--- src/rtl/audio_pkg.sv ---
// ---------------------------------------------------------------------------
// audio_pkg
// Shared definitions for the audio voice blocks.
//   voice_state_t : voice sequencing states (IDLE / PLAY / FADE)
//   DATA_W_DEF    : default sample width
//   sample_t      : signed sample at the default width
// ---------------------------------------------------------------------------
package audio_pkg;

    localparam int DATA_W_DEF = 32;

    typedef enum logic [1:0] {
        IDLE = 2'd0,
        PLAY = 2'd1,
        FADE = 2'd2
    } voice_state_t;

    typedef logic signed [DATA_W_DEF-1:0] sample_t;

endpackage

--- src/rtl/wavetable_voice_if.sv ---
// ---------------------------------------------------------------------------
// wavetable_voice_if
// Bundles the voice control, table-write and audio output signals.
//   master : sequencer / table loader side (drives start, stop, step_div,
//            repeats, tbl_*; observes busy, done, audio_out)
//   slave  : the voice itself
// ---------------------------------------------------------------------------
interface wavetable_voice_if #(
    parameter int DATA_W     = 32,
    parameter int DEPTH_LOG2 = 6,
    parameter int DIV_W      = 16,
    parameter int REP_W      = 4
);

    logic                  start;
    logic                  stop;
    logic [DIV_W-1:0]      step_div;
    logic [REP_W-1:0]      repeats;
    logic                  tbl_we;
    logic [DEPTH_LOG2-1:0] tbl_waddr;
    logic [DATA_W-1:0]     tbl_wdata;
    logic                  busy;
    logic                  done;
    logic [DATA_W-1:0]     audio_out;

    modport master (
        output start, stop, step_div, repeats, tbl_we, tbl_waddr, tbl_wdata,
        input  busy, done, audio_out
    );

    modport slave (
        input  start, stop, step_div, repeats, tbl_we, tbl_waddr, tbl_wdata,
        output busy, done, audio_out
    );

endinterface

--- src/rtl/wave_table_ram.sv ---
// ---------------------------------------------------------------------------
// wave_table_ram
// Simple dual-port table: one synchronous write port, one synchronous read
// port. A read of the address being written in the same cycle returns the
// old contents. No reset, so table contents survive a voice reset.
//   clock : write and read clock
//   we, waddr, wdata : write port
//   raddr, rdata     : read port, rdata valid one clock after raddr
// ---------------------------------------------------------------------------
module wave_table_ram #(
    parameter int DATA_W = 32,
    parameter int ADDR_W = 6
) (
    input  logic              clock,
    input  logic              we,
    input  logic [ADDR_W-1:0] waddr,
    input  logic [DATA_W-1:0] wdata,
    input  logic [ADDR_W-1:0] raddr,
    output logic [DATA_W-1:0] rdata
);

    logic [DATA_W-1:0] mem [2**ADDR_W];

    // Write and read in one process with non-blocking assignments so a
    // colliding read sees the pre-write value; this maps onto block RAM.
    always_ff @(posedge clock) begin
        if (we) begin
            mem[waddr] <= wdata;
        end
        rdata <= mem[raddr];
    end

endmodule

--- src/rtl/wavetable_voice.sv ---
// ---------------------------------------------------------------------------
// wavetable_voice
// Single-voice wavetable note generator. On start it plays the table
// `repeats` times at full amplitude, each entry held step_div clocks, then
// plays FADE_PASSES further passes with pass f scaled by >>> (f+1), then
// returns to idle and pulses done as the last faded sample leaves audio_out.
//   clock, reset : system clock, asynchronous active-high reset
//   bus (slave)  : start/stop/step_div/repeats note control, tbl_* table
//                  write port, busy/done/audio_out status and audio
// ---------------------------------------------------------------------------
module wavetable_voice
    import audio_pkg::*;
#(
    parameter int DATA_W      = DATA_W_DEF,
    parameter int DEPTH_LOG2  = 6,
    parameter int DIV_W       = 16,
    parameter int REP_W       = 4,
    parameter int FADE_PASSES = 3
) (
    input  logic            clock,
    input  logic            reset,
    wavetable_voice_if.slave bus
);

    localparam int DEPTH  = 2 ** DEPTH_LOG2;
    localparam int FADE_W = $clog2(FADE_PASSES + 1);
    localparam int PASS_W = (REP_W > FADE_W) ? REP_W : FADE_W;

    localparam logic [DEPTH_LOG2-1:0] LAST_ADDR      = DEPTH_LOG2'(DEPTH - 1);
    localparam logic [PASS_W-1:0]     LAST_FADE_PASS = PASS_W'(FADE_PASSES - 1);

    voice_state_t          state;
    logic [DIV_W-1:0]      div_q;
    logic [REP_W-1:0]      reps_q;
    logic [DIV_W-1:0]      div_cnt;
    logic [DEPTH_LOG2-1:0] addr;
    logic [PASS_W-1:0]     pass_cnt;
    logic                  busy_q;
    logic                  done_arm;
    logic                  done_dly;
    logic                  done_q;

    logic                  rd_valid;
    logic [FADE_W-1:0]     rd_shift;
    logic [DATA_W-1:0]     rdata;
    logic signed [DATA_W-1:0] scaled;
    logic [DATA_W-1:0]     audio_q;

    logic entry_end;
    logic last_play_pass;
    logic stop_now;

    // Table storage; read address is the running entry pointer.
    wave_table_ram #(
        .DATA_W (DATA_W),
        .ADDR_W (DEPTH_LOG2)
    ) u_table (
        .clock (clock),
        .we    (bus.tbl_we),
        .waddr (bus.tbl_waddr),
        .wdata (bus.tbl_wdata),
        .raddr (addr),
        .rdata (rdata)
    );

    assign entry_end      = (div_cnt == (div_q - DIV_W'(1)));
    assign last_play_pass = (pass_cnt == PASS_W'(reps_q - REP_W'(1)));
    assign stop_now       = bus.stop && (state != IDLE);

    // Shift kept in its own assignment so the arithmetic shift stays signed
    // and is not turned unsigned by the zero arm of the output mux.
    assign scaled = $signed(rdata) >>> rd_shift;

    // Note sequencer: latches the note parameters on an accepted start,
    // then walks div_cnt -> addr -> pass_cnt. Passes are counted at the
    // address wrap; the final FADE pass returns to IDLE and arms done.
    always_ff @(posedge clock or posedge reset) begin
        if (reset) begin
            state    <= IDLE;
            div_q    <= '0;
            reps_q   <= '0;
            div_cnt  <= '0;
            addr     <= '0;
            pass_cnt <= '0;
            busy_q   <= 1'b0;
            done_arm <= 1'b0;
        end else begin
            done_arm <= 1'b0;
            case (state)
                IDLE: begin
                    if (bus.start) begin
                        div_q    <= (bus.step_div == '0) ? DIV_W'(1) : bus.step_div;
                        reps_q   <= bus.repeats;
                        div_cnt  <= '0;
                        addr     <= '0;
                        pass_cnt <= '0;
                        busy_q   <= 1'b1;
                        state    <= (bus.repeats == '0) ? FADE : PLAY;
                    end
                end
                PLAY, FADE: begin
                    if (bus.stop) begin
                        state  <= IDLE;
                        busy_q <= 1'b0;
                    end else if (entry_end) begin
                        div_cnt <= '0;
                        addr    <= addr + DEPTH_LOG2'(1);
                        if (addr == LAST_ADDR) begin
                            if ((state == PLAY) && last_play_pass) begin
                                state    <= FADE;
                                pass_cnt <= '0;
                            end else if ((state == FADE) && (pass_cnt == LAST_FADE_PASS)) begin
                                state    <= IDLE;
                                busy_q   <= 1'b0;
                                done_arm <= 1'b1;
                            end else begin
                                pass_cnt <= pass_cnt + PASS_W'(1);
                            end
                        end
                    end else begin
                        div_cnt <= div_cnt + DIV_W'(1);
                    end
                end
                default: begin
                    state  <= IDLE;
                    busy_q <= 1'b0;
                end
            endcase
        end
    end

    // Output pipeline: the fade shift and a valid flag travel alongside the
    // one-clock table read, then the scaled sample is registered. done is
    // delayed by the same two stages so it lines up with the last sample
    // leaving audio_out. A stop clears the pipeline so audio drops at once.
    always_ff @(posedge clock or posedge reset) begin
        if (reset) begin
            rd_valid <= 1'b0;
            rd_shift <= '0;
            audio_q  <= '0;
            done_dly <= 1'b0;
            done_q   <= 1'b0;
        end else begin
            done_dly <= done_arm;
            done_q   <= done_dly;
            if (stop_now) begin
                rd_valid <= 1'b0;
                audio_q  <= '0;
            end else begin
                rd_valid <= (state != IDLE);
                rd_shift <= (state == FADE) ? (FADE_W'(pass_cnt) + FADE_W'(1)) : '0;
                audio_q  <= rd_valid ? scaled : '0;
            end
        end
    end

    assign bus.busy      = busy_q;
    assign bus.done      = done_q;
    assign bus.audio_out = audio_q;

endmodule

--- src/flat_wrapper.sv ---
// flat-port wrapper written by rule: the top's interface ports become plain ports
module wavetable_voice_flat import audio_pkg::*;
#(
    parameter int DATA_W      = DATA_W_DEF,
    parameter int DEPTH_LOG2  = 6,
    parameter int DIV_W       = 16,
    parameter int REP_W       = 4,
    parameter int FADE_PASSES = 3
)
  (clock, reset, bus_start, bus_stop, bus_step_div, bus_repeats, bus_tbl_we, bus_tbl_waddr, bus_tbl_wdata, bus_busy, bus_done, bus_audio_out);
  wavetable_voice_if #(.DATA_W(DATA_W), .DEPTH_LOG2(DEPTH_LOG2), .DIV_W(DIV_W), .REP_W(REP_W)) bus_i ();
  input  logic clock;
  input  logic reset;
  input wire logic [$bits(bus_i.start)-1:0] bus_start;
  input wire logic [$bits(bus_i.stop)-1:0] bus_stop;
  input wire logic [$bits(bus_i.step_div)-1:0] bus_step_div;
  input wire logic [$bits(bus_i.repeats)-1:0] bus_repeats;
  input wire logic [$bits(bus_i.tbl_we)-1:0] bus_tbl_we;
  input wire logic [$bits(bus_i.tbl_waddr)-1:0] bus_tbl_waddr;
  input wire logic [$bits(bus_i.tbl_wdata)-1:0] bus_tbl_wdata;
  output wire logic [$bits(bus_i.busy)-1:0] bus_busy;
  output wire logic [$bits(bus_i.done)-1:0] bus_done;
  output wire logic [$bits(bus_i.audio_out)-1:0] bus_audio_out;
  assign bus_i.start = bus_start;
  assign bus_i.stop = bus_stop;
  assign bus_i.step_div = bus_step_div;
  assign bus_i.repeats = bus_repeats;
  assign bus_i.tbl_we = bus_tbl_we;
  assign bus_i.tbl_waddr = bus_tbl_waddr;
  assign bus_i.tbl_wdata = bus_tbl_wdata;
  assign bus_busy = bus_i.busy;
  assign bus_done = bus_i.done;
  assign bus_audio_out = bus_i.audio_out;
  wavetable_voice #(.DATA_W(DATA_W), .DEPTH_LOG2(DEPTH_LOG2), .DIV_W(DIV_W), .REP_W(REP_W), .FADE_PASSES(FADE_PASSES)) u_core (.clock(clock), .reset(reset), .bus(bus_i));
endmodule
--- config.mk ---
export PLATFORM = sky130hd
export DESIGN_NAME = wavetable_voice_flat
export DESIGN_NICKNAME = d
export VERILOG_FILES = /design/src/rtl/audio_pkg.sv /design/src/rtl/wavetable_voice_if.sv /design/src/rtl/wave_table_ram.sv /design/src/rtl/wavetable_voice.sv /design/src/flat_wrapper.sv
export SDC_FILE = /design/constraint.sdc
export NUM_CORES = 2
export LEC_CHECK = 0
export CORE_MARGIN = 2
export CORE_UTILIZATION = 55
export CTS_BUF_LIST = sky130_fd_sc_hd__clkbuf_2 sky130_fd_sc_hd__clkbuf_4 sky130_fd_sc_hd__clkbuf_8
export DETAILED_ROUTE_END_ITERATION = 8
export PLACE_DENSITY_LB_ADDON = 0.15
export SYNTH_ARGS = -nofsm -noshare
export SYNTH_HDL_FRONTEND = slang
export SYNTH_SLANG_ARGS = --single-unit
export TNS_END_PERCENT = 30
--- constraint.sdc ---
create_clock -name clock -period 6.2 [get_ports clock]
set_input_delay 1.24 -clock clock [delete_from_list [all_inputs] [get_ports clock]]
set_output_delay 1.24 -clock clock [all_outputs]
set_load 0.01 [all_outputs]
==> impl_metrics.json <==
{
  "synth_top_area_share_pct": 73.8,
  "track_usage_pct": 27.0,
  "hold_buffers": 0,
  "worstSetupPathType": "reg2reg",
  "power.density_mw_per_mm2": 330,
  "crit_family": "simple AND/OR/NAND/NOR gates",
  "ant_nets": 0,
  "synth_area_leaders": "edfxtp_1, mux4_2, dfrtp_1",
  "yosys_warnings": 0,
  "core_sq_mm": 0.150,
  "cap_violations": 0,
  "synth_seq_area_share_pct": 77.2,
  "dieArea_sq_mm": 0.155,
  "slew_headroom_pct": 15.5,
  "max_slew.worst_pin.slew_ps": 1270,
  "max_stage_delay_ps": 860,
  "cp_slowest_cell": "a211oi_2",
  "hold-path-cell-count": 0,
  "area_growth_syn_to_layout_pct": 12.7,
  "grt_pass1_vias": 39900,
  "ys.flop_type": "edfxtp_1",
  "startpoint_type": "flip-flop",
  "avgSynthCellArea_sq_um": 24.1,
  "grt_pass1_wl_um": 290000,
  "grt_max_degree": 90,
  "whs_ps": 344,
  "crit_top_cell": "or3_1",
  "synthArstFlopShare_pct": 4.01,
  "cts_resized": 0,
  "hpwlAfterDp_um": 122000,
  "path_buf_inv": 1,
  "path_cells": "inv_1 -> ha_1 -> nor4b_1 -> nand3_1 -> or3_1 -> xnor2_1 -> nand4_1 -> or3_1 -> a211oi_2 -> nor2_1",
  "endpoint_kind": "flip-flop",
  "ys_ff_latch": 2167,
  "gp_congestion": 0.849,
  "vias": 38700,
  "hold_start": "u_core.done_arm$_DFF_PP0_",
  "synth-edff-count": 2048,
  "fin_crit_ps": 4330,
  "clockBufferDepth": 4,
  "reg2reg_from": "u_core.div_q[0]$_DFFE_PP0P_",
  "wire_per_inst_um": 33.4,
  "num_rows": 142,
  "hold-path-endpoint": "u_core.done_dly$_DFF_PP0_",
  "cts.clk_slew.worst_paths_ps": 60,
  "rr_worst_depth": 10,
  "io_buffers": 96,
  "crit_required_ps": 7030,
  "root_buffer": "clkbuf_8",
  "setup_violations": 0,
  "cts_sinks": 2167,
  "layout.nets": 3881,
  "wirelength_um": 204000,
  "syn_nets": 3533,
  "synth_cell_types": 59,
  "finalCritPeriodShare_pct": 69.8,
  "skew_ps": 63.9,
  "leakage_nw": 28.5,
  "r2r_slack_ps": 1870,
  "power.total_w": 0.0310,
  "dr.pass1.iters": 5,
  "r2r-end": "u_core.div_cnt[12]$_DFFE_PP0P_",
  "critPathArrivalTime_ps": 5160,
  "route.detailed.drc": 0,
  "synthCells": 3460,
  "overflow": 0,
  "synth_common_cells": "edfxtp_1, mux4_2, clkbuf_1, nor2_1, dfrtp_1",
  "finalHoldViolations": 0,
  "finalMaxSlewViolations": 0,
  "syn_area_sq_mm": 0.0833,
  "ctsHtreeMaxLevel": 5,
  "numCtsBuffers": 354,
  "ios": 97,
  "drt_iter0_drc": 4266,
  "antenna_found_initial": 22,
  "critPathMaxFanout": 14,
  "hold_class": "reg2reg",
  "max_freq_mhz": 231,
  "tns_ps": 0,
  "clkLatencyLatePin_ps": 1010,
  "rsz0062_at_grt": "no",
  "initial_utilization_pct": 55.5,
  "outcome": "finished, final reports clean",
  "cts_tree": "yes",
  "synth.most_common_cell": "edfxtp_1",
  "die_w_um": 393,
  "post_cts_buffers": 0,
  "synth_top_cell_by_area": "edfxtp_1",
  "irDropWorstVdd_v": 0.000240,
  "drive_gt1_share_pct": 35.4,
  "fp.dieH_um": 393,
  "via_per_inst": 6.36
}
==> cells in the final DEF, fill, tap and decap left out, drive strengths merged, types with 6 or more instances in the layout <==
master / netlist / routed
edfxtp: 2048 / 2048
nand2: 31 / 31
mux4: 701 / 701
nor4: 9 / 9
buf: 57 / 112
a21oi: 9 / 9
clkdlybuf4s50: 0 / 64
nor3: 17 / 17
dfxtp: 32 / 32
and3: 36 / 36
or2: 6 / 6
nand3: 24 / 24
diode: 0 / 15
nor2b: 6 / 6
nand2b: 8 / 8
inv: 18 / 18
xor2: 16 / 16
o21ai: 18 / 18
or3: 9 / 9
clkinv: 0 / 105
nor2: 92 / 92
bufinv: 0 / 8
nand4: 7 / 7
xnor2: 21 / 21
clkbuf: 127 / 485
dfrtp: 87 / 87
ha: 10 / 10
mux2: 22 / 22
nand3b: 6 / 6
or4: 6 / 6
==> sequential cells by signal, summed over array words and instances (netlist names) <==
| register | count |
|---|---|
| u_core.u_table.mem | 2048 |
| u_core.bus.audio_out | 32 |
| u_core.u_table.rdata | 32 |
| u_core.div_cnt | 16 |
| u_core.div_q | 16 |
| u_core.addr | 6 |
| u_core.pass_cnt | 4 |
| u_core.reps_q | 4 |
| u_core.rd_shift | 2 |
| u_core.state | 2 |
| u_core.bus.busy | 1 |
| u_core.bus.done | 1 |
| u_core.done_arm | 1 |
| u_core.done_dly | 1 |
| u_core.rd_valid | 1 |
==> cells by family (layout without fill, tap and decap cells) <==
| family | Yosys count | after routing | share of synthesized area (%) |
|---|---|---|---|
| AO/OA/AOI/OAI | 58 | 58 | 0.479 |
| flip-flops | 2167 | 2167 | 77.2 |
| multiplexers | 724 | 724 | 19.3 |
| other | 0 | 15 | 0 |
| buffers and inverters | 202 | 796 | 0.916 |
| XOR/XNOR | 38 | 38 | 0.416 |
| AND/OR/NAND/NOR | 261 | 261 | 1.57 |
| adder cells (fa/ha/maj) | 10 | 10 | 0.150 |
==> report_power, final <==
part | leakage, nW | switching, W | internal [W]
Clock | 3.51 | 0.00533 | 0.00647
Combinational | 5.20 | 0.00136 | 0.00119
Sequential | 19.8 | 0.000329 | 0.0163
==> routing by layer <==
layer	vias to the layer above	track usage (%)	share of wire (%)
li1	15600	-	-
met4	16	9.01	3.1
met2	1903	44.7	51
met5	-	0	0.047
met3	381	4.78	7.9
met1	20800	36.7	38
==> area by class of cell <==
type | count | area, sq um
well taps | 2016 | 2520
clock buffers | 485 | 5930
multi-input cells | 1091 | 18700
flip-flops and latches | 2167 | 64300
clock inverters | 117 | 696
repair buffers | 176 | 1610
fillers | 9939 | 56200
inverters | 18 | 68.8
diodes | 15 | 37.5
==> through the flow <==
step | area, sq um | setup WS (ps) | utilization, % | cells
final | 93900 | 1870 | 62.5 | 6085
after floorplan | 83300 | 969 | - | 3460
after global routing | 93900 | 1430 | 62.5 | 6073
after detailed placement | 87200 | 1520 | 58.1 | 5468
after global placement | 87200 | 1520 | 58.1 | 5468
after CTS | 93900 | 1800 | 62.5 | 6070
==> worst max path at each step <==
stage | startpoint | depth (start not counted) | slack (ps) | to
finish | u_core.div_q[0]$_DFFE_PP0P_ | 10 | 1870 | u_core.div_cnt[12]$_DFFE_PP0P_
global route | u_core.div_q[0]$_DFFE_PP0P_ | 10 | 1430 | u_core.div_cnt[12]$_DFFE_PP0P_
detailed placement | bus_tbl_waddr[1] | 4 | 1520 | u_core.u_table.mem[3][24]$_DFFE_PP_
global placement | bus_tbl_waddr[1] | 4 | 1520 | u_core.u_table.mem[3][15]$_DFFE_PP_
floorplan | bus_tbl_waddr[1] | 3 | 970 | u_core.u_table.mem[39][0]$_DFFE_PP_
CTS | u_core.div_q[0]$_DFFE_PP0P_ | 10 | 1800 | u_core.div_cnt[12]$_DFFE_PP0P_
Note: power is estimated with default switching activity, not from simulation.
